**config.mk**
```make
export PLATFORM = sky130hd
export DESIGN_NAME = rgb_led_controller
export DESIGN_NICKNAME = d
export VERILOG_FILES = /design/src/rtl/rgb_led_controller.sv
export SDC_FILE = /design/constraint.sdc
export NUM_CORES = 1
export LEC_CHECK = 0
export ABC_CLOCK_PERIOD_IN_PS = 4300
export CORE_AREA = 10 10 99 101
export DETAILED_ROUTE_END_ITERATION = 7
export DIE_AREA = 0 0 109 111
export PLACE_DENSITY = 0.6
export REMOVE_ABC_BUFFERS = 1
export SLEW_MARGIN = 20
export SYNTH_ARGS = -nofsm -noshare
export SYNTH_HDL_FRONTEND = slang
export SYNTH_SLANG_ARGS = --single-unit
```
**constraint.sdc**
```tcl
create_clock -name clk -period 4.3 [get_ports clk]
set_input_delay 0.86 -clock clk [delete_from_list [all_inputs] [get_ports clk]]
set_output_delay 0.86 -clock clk [all_outputs]
set_load 0.02 [all_outputs]
```
**src/rtl/rgb_led_controller.sv**
```systemverilog
// RGB LED controller for the whack-a-mole game.
// A mode register (stage p0) decodes the game state and hit/miss strobes;
// an output register (stage p1) turns the mode into per-colour PWM levels.
// All LEDs of one colour always carry the same value.
module rgb_led_controller #(
  parameter int NUM_LEDS   = 3,
  parameter int PWM_BITS   = 8,
  parameter int DIM_DUTY   = 32,
  parameter int BLINK_HALF = 25_000_000,
  parameter int FLASH_LEN  = 5_000_000
) (
  input  logic                clk,
  input  logic                rst,
  input  logic [2:0]          state,
  input  logic                hit_pulse,
  input  logic                miss_pulse,
  output logic [NUM_LEDS-1:0] led_red,
  output logic [NUM_LEDS-1:0] led_green,
  output logic [NUM_LEDS-1:0] led_blue
);

  localparam int BW = (BLINK_HALF > 1) ? $clog2(BLINK_HALF) : 1;
  localparam int FW = $clog2(FLASH_LEN + 1);

  localparam logic [PWM_BITS-1:0] DUTY_FULL = '1;
  localparam logic [PWM_BITS-1:0] DUTY_OFF  = '0;
  localparam logic [PWM_BITS-1:0] DUTY_DIM  = PWM_BITS'(DIM_DUTY);
  localparam logic [BW-1:0]       BLINK_END = BW'(BLINK_HALF - 1);
  localparam logic [FW-1:0]       FLASH_RLD = FW'(FLASH_LEN);
  localparam logic [FW-1:0]       FLASH_ONE = FW'(1);

  typedef enum logic [2:0] {
    M_OFF,
    M_PLAY,
    M_FLASH_HIT,
    M_FLASH_MISS,
    M_OVER,
    M_CLEAR
  } mode_t;

  mode_t                mode_p0;
  mode_t                mode_nxt;
  logic                 flash_load;
  logic [FW-1:0]        flash_cnt_p0;
  logic [BW-1:0]        blink_cnt_p0;
  logic                 blink_off_p0;
  logic [PWM_BITS-1:0]  pwm_cnt;
  logic [PWM_BITS-1:0]  duty_r;
  logic [PWM_BITS-1:0]  duty_g;
  logic [PWM_BITS-1:0]  duty_b;
  logic                 in_flash;

  // Full duty means constantly on, so the compare alone would miss the top count.
  function automatic logic pwm_on(input logic [PWM_BITS-1:0] cnt,
                                  input logic [PWM_BITS-1:0] duty);
    return (duty == DUTY_FULL) || (cnt < duty);
  endfunction

  assign in_flash = (mode_p0 == M_FLASH_HIT) || (mode_p0 == M_FLASH_MISS);

  // Free-running PWM counter shared by every channel.
  always_ff @(posedge clk or posedge rst) begin
    if (rst) pwm_cnt <= '0;
    else     pwm_cnt <= pwm_cnt + 1'b1;
  end

  // Next-mode decode: OVER/CLEAR dominate, flashes only start from PLAY or a flash.
  always_comb begin
    mode_nxt   = M_OFF;
    flash_load = 1'b0;
    case (state)
      3'd3: mode_nxt = M_OVER;
      3'd5: mode_nxt = M_CLEAR;
      3'd2: begin
        if ((mode_p0 == M_PLAY || in_flash) && miss_pulse) begin
          mode_nxt   = M_FLASH_MISS;
          flash_load = 1'b1;
        end else if ((mode_p0 == M_PLAY || in_flash) && hit_pulse) begin
          mode_nxt   = M_FLASH_HIT;
          flash_load = 1'b1;
        end else if (in_flash && flash_cnt_p0 > FLASH_ONE) begin
          mode_nxt   = mode_p0;
        end else begin
          mode_nxt   = M_PLAY;
        end
      end
      default: mode_nxt = M_OFF;
    endcase
  end

  // ---- stage p0: mode register and its flash/blink timers ----
  // Mode register.
  always_ff @(posedge clk or posedge rst) begin
    if (rst) mode_p0 <= M_OFF;
    else     mode_p0 <= mode_nxt;
  end

  // Flash timer: reloaded by every accepted pulse, counts down while flashing.
  always_ff @(posedge clk or posedge rst) begin
    if (rst)                                     flash_cnt_p0 <= '0;
    else if (flash_load)                         flash_cnt_p0 <= FLASH_RLD;
    else if (in_flash && flash_cnt_p0 != '0)     flash_cnt_p0 <= flash_cnt_p0 - 1'b1;
    else                                         flash_cnt_p0 <= '0;
  end

  // Blink timer: held cleared outside CLEAR so every entry starts with an on half-period.
  always_ff @(posedge clk or posedge rst) begin
    if (rst) begin
      blink_cnt_p0 <= '0;
      blink_off_p0 <= 1'b0;
    end else if (mode_p0 != M_CLEAR) begin
      blink_cnt_p0 <= '0;
      blink_off_p0 <= 1'b0;
    end else if (blink_cnt_p0 == BLINK_END) begin
      blink_cnt_p0 <= '0;
      blink_off_p0 <= ~blink_off_p0;
    end else begin
      blink_cnt_p0 <= blink_cnt_p0 + 1'b1;
    end
  end

  // Per-colour duty selected by the current mode.
  always_comb begin
    duty_r = DUTY_OFF;
    duty_g = DUTY_OFF;
    duty_b = DUTY_OFF;
    case (mode_p0)
      M_PLAY:       duty_b = DUTY_DIM;
      M_FLASH_HIT:  duty_g = DUTY_FULL;
      M_FLASH_MISS: duty_r = DUTY_FULL;
      M_OVER:       duty_r = DUTY_FULL;
      M_CLEAR:      duty_g = blink_off_p0 ? DUTY_OFF : DUTY_FULL;
      default: ;
    endcase
  end

  // ---- stage p1: registered LED drive ----
  // Output register, one PWM decision replicated across all LEDs.
  always_ff @(posedge clk or posedge rst) begin
    if (rst) begin
      led_red   <= '0;
      led_green <= '0;
      led_blue  <= '0;
    end else begin
      led_red   <= {NUM_LEDS{pwm_on(pwm_cnt, duty_r)}};
      led_green <= {NUM_LEDS{pwm_on(pwm_cnt, duty_g)}};
      led_blue  <= {NUM_LEDS{pwm_on(pwm_cnt, duty_b)}};
    end
  end

endmodule

```
# ---- Yosys cells after proc, flatten, opt, wreduce, memory -nomap -nowiden
# Cells that the tools add are included.
dict set report word_totals {
  output_inout_bits 9
  word_cells 59
  ff_bits 63
  input_bits 7
}
dict set report classes {
  bitwise 1
  magnitude_cmp 4
  add_sub_neg 3
  n_reduce_logical 12
  n_eq_ne 14
  n_mux 17
}
# operator n
set op_table {}
lappend op_table {{25-bit 2-to-1 mux} 2}
lappend op_table {{23-bit 2-to-1 mux} 2}
lappend op_table {{25-bit by 1-bit adder with 25-bit output, second input constant} 1}
lappend op_table {{25-bit equality test, second input constant} 1}
lappend op_table {{8-bit equality test, second input constant} 3}
lappend op_table {{8-bit < comparator} 3}
lappend op_table {{23-bit by 1-bit greater-than comparator with 1-bit output, second input constant} 1}
lappend op_table {{23-bit nonzero test} 1}
lappend op_table {{23-bit by 1-bit subtractor with 23-bit output, second input constant} 1}
lappend op_table {{8-bit 2-to-1 mux} 2}
lappend op_table {{8-bit one-hot mux with 2 select lines} 1}
lappend op_table {{3-bit by 2-bit equality test with 1-bit output, second input constant} 4}
lappend op_table {{3-bit equality test, second input constant} 3}
lappend op_table {{3-bit 2-to-1 mux} 3}
lappend op_table {{3-bit one-hot mux with 3 select lines} 1}
lappend op_table {{8-bit by 1-bit adder with 8-bit output, second input constant} 1}
lappend op_table {{6-bit 2-to-1 mux} 1}
lappend op_table {{1-bit logical OR} 5}
lappend op_table {{1-bit 2-to-1 mux} 5}
lappend op_table {{1-bit logical AND} 4}
lappend op_table {{4-bit inequality test, second input constant} 1}
lappend op_table {{3-bit by 1-bit equality test with 1-bit output, second input constant} 1}
lappend op_table {{3-bit inequality test, second input constant} 1}
lappend op_table {{2-bit nonzero test} 1}
lappend op_table {{2 further kinds} 2}

# ---- Logic depth before layout (Yosys ltp)
# Gate-level depths: netlist (run 1).
dict set report depth {
  depth_word 8
  depth_mapped 8
  mapped_depth_nobuf 8
}

# ---- Worst setup path after synthesis (run 1)
# OpenSTA, ideal clock, no wires.
dict set report synth_timing {
  path_kind {in2reg}
  from {in state[0]}
  to {reg flash_cnt_p0[10]}
  slack_ns 2.004
  t_required_ns 4.179
  arrival_ns 2.174
  n_path_buf 1
  setup_ns 0.121
  stages 5
  cell_sequence {or3b_2 or3_1 o311ai_2 buf_2 nor2_1}
}
dict set report synth_via {
  elab_chain_cells 3
}
# element line
set synth_lines {}
lappend synth_lines {{from (decl)} 14} ;# input logic [2:0] state,
lappend synth_lines {{3-bit by 2-bit equality test with 1-bit output} 71} ;# case (state)
lappend synth_lines {{1-bit 2-to-1 mux} 71}
lappend synth_lines {{23-bit 2-to-1 mux} 101} ;# else if (flash_load) flash_cnt_p0 <= FLASH_RLD;
lappend synth_lines {{to (signal assigned)} 102} ;# else if (in_flash && flash_cnt_p0 != '0) flash_cnt_p0 <= flash_cnt_p0 - 1'b1;
lappend synth_lines {{to (decl)} 44} ;# logic [FW-1:0] flash_cnt_p0;
# Every way passes these cells.
# A chain may end at the register's enable or synchronous reset.

# ---- Worst setup path in the final report (run 1)
dict set report layout_timing {
  from {in state[1]}
  to {reg flash_cnt_p0[2]}
}
# The elaborated chain is that of the path after synthesis.

==> flow_summary_export.csv, run 1 <==
group,metric,value,unit
status,status,"finished, final reports clean",
die,floorplan.io_pins,16,
cts,post-cts-setup-buffers,0,
die,die-area,12100,um2
cts,worstSkewPairLatency,0.33,ns
grt,number_of_global_route_vias_before_repair,2487,
pwr,p_clk_share,45.1,%
timing,timing.final.hold_violations,0,
grt,grt_antenna_before_repair,0,
grt,globalRouteTotalUtil,11.6,%
synthesis,netlist_instances,349,
setup_path,critical_path_required,4.48,ns
timing,min_period_over_period,60.8,%
layout,fillers,739,
pwr,power,0.00131,W
timing,setup_tns,0,ns
timing,timing_max_transition_violations_final,0,
grt,maximum_number_of_pins_on_one_net_before_global_route_repair,45,
pwr,ir_worst_vdd,197,uV
synthesis,muxShareOfSynthArea,0,%
placement,detailed_placement_wirelength_estimate,4.45,mm
layout,leading_cell_type_in_the_layout_fill_and_taps_excluded,"sky130_fd_sc_hd__dfrtp_1",
synthesis,synth_xor_xnor_area_share,6.64,%
synthesis,post_synth_and_or_nand_nor_area_fraction,23.0,%
pwr,p_int,0.00102,W
pwr,sw_frac_of_total,22.3,%
layout,antenna_cells,0,
setup_path,worst_setup_path_end_kind,"flip-flop",
placement,globalplace.congestion,0.761,
timing,report.final.setup_viol,0,
route,drc,0,
pwr,sequential_cell_fraction_of_total_power,46.3,%
run,max_cap_violations,0,
timing,timing.clock.skew,0.0102,ns
synthesis,synth_adder_area_share,6.56,%
synthesis,yosys.cell_types.count,49,
placement,io_buffers,15,
min_path,worstHoldStart,"pwm_cnt[0]$_DFF_PP0_",
placement,dp_cells,457,
die,initial_core_util,43.1,%
cts,clock-root-buffer,"sky130_fd_sc_hd__clkbuf_8",
timing,relSlewSlack,39.1,%
cts,cts_buffers,9,
synthesis,number_of_synthesis_warnings,0,
cts,htree_levels,3,
timing,layout_setup_ws,1.69,ns
route,drtPass1Iterations,4,
setup_path,regToRegSetupSlack,2.00,ns
setup_path,rr_endpoint,"flash_cnt_p0[9]$_DFF_PP0_",
cts,clk_pin_slew,0.06,ns
die,rows,33,
synthesis,synth-edff-count,0,
timing,rsz0062_at_grt,"false",
timing,finalCriticalPeriod,2.61,ns
die,die-width,109,um
setup_path,worstPathMaxFanout,15,
route,postRouteWirelength,6.53,mm
pwr,combPwrFrac,8.6,%
min_path,timing.hold.worst.class,"flip-flop to flip-flop",
layout,layout.cells.most_common_list,"63 x sky130_fd_sc_hd__dfrtp_1, 28 x sky130_fd_sc_hd__nor2_1, 25 x sky130_fd_sc_hd__a21oi_1, 23 x sky130_fd_sc_hd__nand2_1, 19 x sky130_fd_sc_hd__o21ai_0",
route,detail-route-antenna-nets,0,
layout,area.growth.synth_to_final,13.2,%
min_path,hold_path_end,"pwm_cnt[0]$_DFF_PP0_",
layout,seqCellArea,1580,um2
setup_path,rr_worst_depth,4,
grt,grt.overflow.total,0,
pwr,power.leakage,1.76,nW
cts,cts_hold_repair.buffers,0,
setup_path,setup.worst_path.start_class,"primary input",
layout,final_cell_count_no_fill,472,
layout,drive_above_1_share,8.45,%
pwr,switchingPower,0.000293,W
cts,clock_path_buffers,2,
route,drt-vias-per-instance,5.45,
synthesis,ys_ff_latch,63,
placement,post_place_setup_slack,1.23,ns
route,dr_total_vias,2574,
timing,worstMarginPinSlew,0.913,ns
min_path,min_path_cells,1,
pwr,power_per_cell_area,337,nW/um2
timing,fmax,0.383,GHz
synthesis,syn_area,3430,um2
route,detail_route.wl_per_cell,13.8,um
synthesis,postSynth.topFlopCell,"sky130_fd_sc_hd__dfrtp_1",
layout,area_used_by_multi_input_combinational_logic,1730,um2
setup_path,crit_arrival,2.79,ns
cts,tritoncts_num_sinks,63,
cts,ctsResizeCount,0,
synthesis,synth_compound_area_share,13.9,%
setup_path,regToRegStartpoint,"flash_cnt_p0[9]$_DFF_PP0_",
cts,cts_tree,"done",
route,drt-initial-drc-count,97,
synthesis,postSynth.asyncResetShare,100,%
die,fp.coreArea,7970,um2
setup_path,critical_setup_path_kind,"primary input to flip-flop",
layout,design.final.nets,388,
timing,hold-worst-slack,0.477,ns
grt,grt_pass1_wl,11.6,mm
synthesis,main_combinational_cell_family_by_area_after_synthesis,"simple AND/OR/NAND/NOR gates",
synthesis,seq_area_frac_synth,46.0,%
die,die_span_y,111,um
synthesis,syn_avg_cell_area,9.83,um2
## power groups by stage
stage | Sequential, W | Clock, W | Combinational (W)
after global routing | 0.000607 | 0.000644 | 0.000127
after CTS | 0.000607 | 0.000608 | 0.000115
after global placement | 0.000618 | 0 | 0.000113
after detailed placement | 0.000618 | 0 | 0.000114
after floorplan | 0.000629 | 0 | 0.0000586
final | 0.000607 | 0.000591 | 0.000113
## sequential cells by signal, indices dropped and copies added, names as in the netlist
register and cells:
led_green 1, mode_p0 3, pwm_cnt 8, flash_cnt_p0 23
blink_cnt_p0 25, blink_off_p0 1, led_red 1, led_blue 1
## how the worst max path moves through the flow
stage	startpoint	endpoint	slack (ns)	cells after the start
2_1_floorplan	flash_cnt_p0[3]$_DFF_PP0_	flash_cnt_p0[10]$_DFF_PP0_	1.69	4
3_3_place_gp	state[1]	flash_cnt_p0[12]$_DFF_PP0_	1.30	5
3_5_place_dp	state[1]	flash_cnt_p0[10]$_DFF_PP0_	1.23	5
4_1_cts	state[1]	flash_cnt_p0[10]$_DFF_PP0_	1.60	5
5_1_grt	state[1]	flash_cnt_p0[4]$_DFF_PP0_	1.59	5
6_report	state[1]	flash_cnt_p0[2]$_DFF_PP0_	1.69	5
## layout make-up
class	instances	area share, %
clock inverters	3	1.68
clock buffers	12	4.25
flip-flops and latches	63	40.6
multi-input cells	260	44.6
inverters	11	1.06
well taps	105	3.38
repair buffers	18	4.45
## per-layer routing
metal  GRT usage [%]  up-vias  part of all wire [%]  wire (um)
met5               0        -                     0          0
met4            3.69        0                  0.95         62
met3            4.36        5                   2.7        179
met2            16.9       20                    45       2970
met1            15.4     1244                    51       3320
li1                -     1305                     -          -
## kinds of logic (layout without fill, tap and decap cells)
group	Yosys count	after routing
flops	63	63
xor+xnor	26	26
compound gates	76	76
fa+ha+maj	18	18
buf+inv	26	44
simple gates	140	140
## synthesized netlist by cell type, types with 2 or more instances
library cell	instances	share of area, %
sky130_fd_sc_hd__inv_1	11	1.2
sky130_fd_sc_hd__xor2_1	11	2.8
sky130_fd_sc_hd__o311ai_0	2	0.51
sky130_fd_sc_hd__or4_4	2	0.66
sky130_fd_sc_hd__dfrtp_1	63	46
sky130_fd_sc_hd__or4_1	9	2.0
sky130_fd_sc_hd__clkbuf_1	4	0.44
sky130_fd_sc_hd__buf_2	4	0.58
sky130_fd_sc_hd__nor2b_1	2	0.36
sky130_fd_sc_hd__nand4_1	10	1.8
sky130_fd_sc_hd__nand3_1	14	2.0
sky130_fd_sc_hd__and3_1	3	0.55
sky130_fd_sc_hd__nand3b_1	4	0.88
sky130_fd_sc_hd__nor3b_1	2	0.44
sky130_fd_sc_hd__nand2b_1	3	0.55
sky130_fd_sc_hd__and4_1	2	0.51
sky130_fd_sc_hd__buf_4	6	1.3
sky130_fd_sc_hd__o21bai_1	2	0.44
sky130_fd_sc_hd__xnor2_1	15	3.8
sky130_fd_sc_hd__nor4_1	7	1.3
sky130_fd_sc_hd__nor3_1	8	1.2
sky130_fd_sc_hd__or3_1	11	2.0
sky130_fd_sc_hd__nor4b_1	2	0.51
sky130_fd_sc_hd__or2_2	3	0.55
sky130_fd_sc_hd__o21ai_0	19	2.8
sky130_fd_sc_hd__ha_1	18	6.6
sky130_fd_sc_hd__nor2_1	28	3.1
sky130_fd_sc_hd__a21oi_1	25	3.6
sky130_fd_sc_hd__o21a_1	4	0.88
sky130_fd_sc_hd__nand2_1	23	2.5
sky130_fd_sc_hd__a22oi_1	2	0.44
sky130_fd_sc_hd__o31ai_1	13	2.8
## per-stage QoR
step / instance area [um2] / util (%)
2_1_floorplan: 3340 / -
5_1_grt: 3880 / 48.7
3_5_place_dp: 3640 / 45.7
6_report: 3880 / 48.7
4_1_cts: 3870 / 48.6
3_3_place_gp: 3640 / 45.7
## worst max-delay path, stage by stage
cell and delay (ns):
sky130_fd_sc_hd__clkdlybuf4s50_1 0.50, sky130_fd_sc_hd__or3b_2 0.48, sky130_fd_sc_hd__or3_1 0.55, sky130_fd_sc_hd__o311ai_4 0.29, sky130_fd_sc_hd__nor2_1 0.11
Note: power is estimated with default switching activity, not from simulation.
==> inputs of run 2 (changes only) <==
--- a/config.mk
+++ b/config.mk
@@ -5,7 +5,7 @@
 export SDC_FILE = /design/constraint.sdc
 export NUM_CORES = 1
 export LEC_CHECK = 0
-export ABC_CLOCK_PERIOD_IN_PS = 4300
+export ABC_CLOCK_PERIOD_IN_PS = 2600
 export CORE_AREA = 10 10 99 101
 export DETAILED_ROUTE_END_ITERATION = 7
 export DIE_AREA = 0 0 109 111
==> constraint.sdc (replaced) <==
create_clock -name clk -period 2.6 [get_ports clk]
set_input_delay 0.52 -clock clk [delete_from_list [all_inputs] [get_ports clk]]
set_output_delay 0.52 -clock clk [all_outputs]
set_load 0.02 [all_outputs]
==> flow_summary_export.csv, run 2 (synthesis gave the netlist of run 1 again) <==
group,metric,value,unit
status,status,"finished, final reports clean",
timing,finalCriticalPeriod,2.23,ns
grt,number_of_global_route_vias_before_repair,2609,
route,detail-route-antenna-nets,0,
setup_path,cp.buffers_inverters,1,
grt,maximum_number_of_pins_on_one_net_before_global_route_repair,64,
pwr,sequential_cell_fraction_of_total_power,47.6,%
route,drt-initial-drc-count,141,
die,fp.coreArea,7970,um2
timing,worstMarginPinSlew,0.702,ns
setup_path,setup.worst_path.start_class,"flip-flop",
route,postRouteWirelength,6.59,mm
placement,globalplace.congestion,0.773,
route,drtPass1Iterations,4,
die,die-width,109,um
pwr,ir_worst_vdd,241,uV
setup_path,worst_setup_path_end_kind,"flip-flop",
placement,dp_cells,466,
timing,timing_max_transition_violations_final,0,
layout,largest_register_ff_count,25,
cts,post-cts-setup-buffers,0,
timing,timing.final.hold_violations,0,
setup_path,crit_path_cell_trace,"ha_1, nand2_1, or4_1, buf_4, or3_1, a21oi_1",
die,rows,33,
setup_path,critical_setup_path_kind,"flip-flop to flip-flop",
timing,report.final.setup_viol,0,
layout,fillers,741,
cts,ctsResizeCount,0,
route,detail_route.wl_per_cell,13.7,um
layout,largestRegisters,"blink_cnt_p0 x25, flash_cnt_p0 x23, pwm_cnt x8",
pwr,power.leakage,1.79,nW
pwr,switchingPower,0.000490,W
die,die_span_y,111,um
pwr,sw_frac_of_total,23.3,%
layout,finalCoreUtilization,49.4,%
layout,registers.top_by_ff_count,"blink_cnt_p0",
min_path,timing.hold.worst.class,"flip-flop to flip-flop",
setup_path,worstPathMaxFanout,8,
setup_path,timing.critical_path.from,"blink_cnt_p0[0]$_DFF_PP0_",
timing,min_period_over_period,85.6,%
grt,grt.overflow.total,0,
timing,setup_tns,0,ns
cts,clock_path_buffers,2,
placement,detailed_placement_wirelength_estimate,4.61,mm
cts,tritoncts_num_sinks,63,
timing,relSlewSlack,53.1,%
timing,fmax,0.449,GHz
run,max_cap_violations,0,
cts,clock-root-buffer,"sky130_fd_sc_hd__clkbuf_8",
layout,drive_above_1_share,10.1,%
setup_path,critical_path_required,2.86,ns
grt,grt_antenna_before_repair,0,
route,drc,0,
die,floorplan.io_pins,16,
pwr,p_int,0.00162,W
setup_path,crit_arrival,2.49,ns
layout,final_cell_count_no_fill,482,
placement,io_buffers,15,
setup_path,path_delay_family,"simple AND/OR/NAND/NOR gates",
cts,htree_levels,3,
layout,seqCellArea,1580,um2
pwr,combPwrFrac,9.3,%
layout,leading_cell_type_in_the_layout_fill_and_taps_excluded,"sky130_fd_sc_hd__dfrtp_1",
cts,cts_tree,"done",
grt,grt_pass1_wl,12.0,mm
cts,cts_hold_repair.buffers,0,
min_path,worstHoldStart,"blink_cnt_p0[0]$_DFF_PP0_",
die,initial_core_util,43.1,%
pwr,power_per_cell_area,535,nW/um2
grt,globalRouteTotalUtil,11.9,%
timing,rsz0062_at_grt,"false",
route,drt-vias-per-instance,5.49,
cts,worstSkewPairLatency,0.34,ns
die,die-area,12100,um2
cts,clk_pin_slew,0.07,ns
layout,layout.cells.most_common_list,"63 x sky130_fd_sc_hd__dfrtp_1, 28 x sky130_fd_sc_hd__nor2_1, 25 x sky130_fd_sc_hd__a21oi_1, 23 x sky130_fd_sc_hd__nand2_1, 19 x sky130_fd_sc_hd__o21ai_0",
pwr,p_clk_share,43.0,%
setup_path,critical_path.max_stage_delay,0.68,ns
route,dr_total_vias,2648,
layout,antenna_cells,0,
layout,area.growth.synth_to_final,14.8,%
layout,design.final.nets,397,
setup_path,regToRegStartpoint,"blink_cnt_p0[0]$_DFF_PP0_",
timing,timing.clock.skew,0.00942,ns
layout,area_used_by_multi_input_combinational_logic,1730,um2
setup_path,crit_slowest_cell,"sky130_fd_sc_hd__or4_1",
cts,cts_buffers,9,
[run 2: changes by cell type in the layout (fill, tap and decap cells not counted)]
| cell | delta |
|---|---|
| sky130_fd_sc_hd__buf_4 | +8 |
| sky130_fd_sc_hd__clkbuf_1 | +3 |
| sky130_fd_sc_hd__clkbuf_8 | -3 |
| sky130_fd_sc_hd__buf_12 | +1 |
| sky130_fd_sc_hd__clkinv_2 | +1 |
[run 2: power by group through the flow]
stage	clock (W)	combinational (W)	sequential [W]
after global routing	0.000976	0.000222	0.00101
final	0.000908	0.000197	0.00100
after CTS	0.000931	0.000200	0.00100
after floorplan	0	0.0000969	0.00104
after global placement	0	0.000196	0.00102
after detailed placement	0	0.000198	0.00102
[run 2: metrics by stage]
stage / total power [W] / worst slack (ns) / hold WS [ns] / cell area, um2
2_1_floorplan: 0.00114 / -0.00598 / 0.436 / 3340
3_3_place_gp: 0.00122 / 0.0484 / 0.466 / 3720
3_5_place_dp: 0.00122 / 0.0228 / 0.474 / 3720
4_1_cts: 0.00214 / 0.298 / 0.485 / 3930
5_1_grt: 0.00220 / 0.278 / 0.508 / 3940
6_report: 0.00211 / 0.373 / 0.481 / 3940
[run 2: final timing paths]
path,depth (start not counted),end,slack (ns)
min in group asynchronous,3,blink_cnt_p0[20]$_DFF_PP0_,0.57
worst min register to register,1,blink_cnt_p0[0]$_DFF_PP0_,0.48
max in group asynchronous,3,pwm_cnt[1]$_DFF_PP0_,1.76
worst min-delay path,1,blink_cnt_p0[0]$_DFF_PP0_,0.48
worst max-delay path,6,blink_cnt_p0[16]$_DFF_PP0_,0.37
worst max register to register,6,blink_cnt_p0[16]$_DFF_PP0_,0.37
[run 2: final cells by class]
| cell class | count | area share [%] |
|---|---|---|
| clock inverter | 4 | 1.78 |
| multi-input combinational | 260 | 44.0 |
| clock buffer | 12 | 3.43 |
| sequential | 63 | 40.0 |
| tap | 105 | 3.34 |
| inverter | 11 | 1.05 |
| timing repair buffer | 27 | 6.42 |
[run 2: routing by layer]
| layer | track usage [%] | vias to the layer above | wire, um |
|---|---|---|---|
| met5 | 0 | - | 0 |
| met2 | 18.4 | 28 | 3050 |
| met4 | 4.75 | 0 | 97 |
| met3 | 3.60 | 9 | 223 |
| li1 | - | 1326 | - |
| met1 | 15.1 | 1285 | 3220 |
[run 2: worst reg2reg max path, stage by stage (launching register included)]
cell	delay (ns)
sky130_fd_sc_hd__dfrtp_1	0.38
sky130_fd_sc_hd__ha_1	0.21
sky130_fd_sc_hd__nand2_1	0.17
sky130_fd_sc_hd__or4_1	0.68
sky130_fd_sc_hd__buf_4	0.22
sky130_fd_sc_hd__or3_1	0.34
sky130_fd_sc_hd__a21oi_1	0.14
==> inputs of run 3 (changes only) <==
--- a/config.mk
+++ b/config.mk
@@ -7,6 +7,7 @@
 export LEC_CHECK = 0
 export ABC_CLOCK_PERIOD_IN_PS = 2600
 export CORE_AREA = 10 10 99 101
+export CTS_CLUSTER_DIAMETER = 60
 export DETAILED_ROUTE_END_ITERATION = 7
 export DIE_AREA = 0 0 109 111
 export PLACE_DENSITY = 0.6
==> results of run 3 <==
Same layout as run 2: the final DEF is identical, and so are final timing and power.
==> RTL edit: new RTL, config.mk and constraints of run 3 <==
Remove the register `led_red`: a continuous assignment takes its place, so the output `led_red` follows one clock earlier.
--- a/src/rtl/rgb_led_controller.sv
+++ b/src/rtl/rgb_led_controller.sv
@@ -138,15 +138,15 @@
   // Output register, one PWM decision replicated across all LEDs.
   always_ff @(posedge clk or posedge rst) begin
     if (rst) begin
-      led_red   <= '0;
       led_green <= '0;
       led_blue  <= '0;
     end else begin
-      led_red   <= {NUM_LEDS{pwm_on(pwm_cnt, duty_r)}};
       led_green <= {NUM_LEDS{pwm_on(pwm_cnt, duty_g)}};
       led_blue  <= {NUM_LEDS{pwm_on(pwm_cnt, duty_b)}};
     end
   end
 
+  assign led_red = {NUM_LEDS{pwm_on(pwm_cnt, duty_r)}};
+
 endmodule
 
Formal check against the unedited RTL: not equivalent (Yosys sat finds a counterexample within 4 cycles, from zero or initial values and one cycle with rst high).
==> RTL edit against run 3 <==
- the flow now finishes with violations (setup timing)
- worst setup slack got worse by 610 ps
- critical path depth rose by 2
- sequential cell count fell by 1
- utilization increased by 1.6 points
- synthesized cell count up 0.29%
- via count is 2.0% higher
- cell area increased by 3.3%
- area after synthesis grew 1.1%
- total power down 7.5%
- routed wire length grew 7.7%
- clock skew shrank 1.7 ps
==> RTL edit: results (changes against run 3) <==
register area share after synthesis: 0.447 (-0.0123)
Final GP Congestion: 0.728 (-5.9%)
leakage: 1.82 nW (+1.8%)
Post-Place Cell Area: 0.00383 sq mm (+2.8%)
clock skew: 7.73 ps (-1.69 ps)
failing checks: setup timing
metal3 WL: 182 microns (-18%)
crit-path max FO: 6 (-2)
Hold Crit Start: blink_cnt_p0[0]$_DFF_PP0_
Synth Area in Compound Gates: 0.132 (-0.00697)
PwrDens: 479 mW/mm^2 (-10%)
GRT met2 Usage: 0.190 (+0.00680)
grt met1 use: 0.169 (+0.0175)
largest net degree at the start of global routing: 47 (-27%)
Post-DP HPWL: 4930 microns (+6.9%)
final setup TNS: -682 ps (-682 ps)
clk root buf: clkbuf_8
Worst Setup SP: mode_p0[1]$_DFFE_PP0P_
worst path arrival time: 2320 ps (-170 ps)
Final nets: 410 (+3.3%)
headroom to the max-slew limit: 0.515 (-0.0160)
vias: 2702 (+2.0%)
setup ws final: -235 ps (-609 ps)
Met2 Wirelength: 3240 microns (+6.4%)
Met1 Wirelength: 3540 microns (+9.9%)
hold path depth: 1 (unchanged)
All-Layer GR Usage: 0.127 (+0.00717)
Initial DRC Count: 99 (-30%)
share of post-route cells with drive strength above 1: 0.160 (+0.0594)
WHS: 462 ps (-18.6 ps)
VDD IR max: 0.312 mV (+29%)
postcts setup bufs: 3 (+3)
Post-synth EDFFs: 0 (unchanged)
leading registers by flop count: blink_cnt_p0 (25), flash_cnt_p0 (23), pwm_cnt (8)
Synth Area in Adders: 0.0649 (-0.000734)
largest cells by area after synthesis: dfrtp_1 45%, ha_1 6.5%, xnor2_1 5.0%, nor2_1 3.9%, o31ai_1 3.2%
global-route wire length before repair: 12700 microns (+6.0%)
status: finished with violations
Setup violations, final: 3 (+3)
pre-CTS setup slack: -562 ps (-585 ps)
Clock Power: 0.000736 W (-19%)
post_cts resized: 27 (+27)
antenna violations before repair: 0 (unchanged)
DRT Wirelength: 7110 microns (+7.7%)
Post-synth top cells: 62 x dfrtp_1, 36 x nor2_1, 20 x xnor2_1
reg2reg start: flash_cnt_p0[13]$_DFF_PP0_
post-synthesis xor/xnor area fraction: 0.0808 (+0.0144)
met3 GRT Util: 0.0262 (-0.00988)
Vias/cell: 5.49 (about the same)
# H-tree levels: 3 (unchanged)
router iterations before antenna repair: 4 (unchanged)
Placed Instances: 476 (+2.1%)
worst-case reg-to-reg path depth: 4 (-2)
combinational power: 0.000233 W (+18%)
r2r setup slk: 280 ps (-90 ps)
syn avg cell area: 9.91 sq um (+0.84%)
unique cell type count in the Yosys netlist: 46 (-6.1%)
Internal: 0.00146 W (-9.5%)
Synth async-reset ratio: 1.00 (unchanged)
[RTL edit: final timing paths]
path	endpoint
worst max-delay path	led_red[0]
worst min-delay path	blink_cnt_p0[0]$_DFF_PP0_
worst max register to register	flash_cnt_p0[4]$_DFF_PP0_
worst min register to register	blink_cnt_p0[0]$_DFF_PP0_
max in group asynchronous	blink_cnt_p0[11]$_DFF_PP0_
min in group asynchronous	flash_cnt_p0[12]$_DFF_PP0_
[RTL edit: worst max-delay path, stage by stage (launching register included)]
cell     delay [ps]
dfrtp_1         420
nor3b_4         270
nor2_4          100
buf_6           120
ha_1            170
or3_4           380
o31ai_2         230
buf_4           160
buf_4           130
[RTL edit: layout make-up]
| class | count | area, sq um |
|---|---|---|
| Clock inverter | 2 | 10.0 |
| Timing Repair Buffer | 39 | 343 |
| Multi-Input combinational cell | 265 | 1850 |
| Fill cell | 729 | 3900 |
| Inverter | 8 | 30.0 |
| Sequential cell | 62 | 1550 |
| Tap cell | 105 | 131 |
| Clock buffer | 11 | 151 |
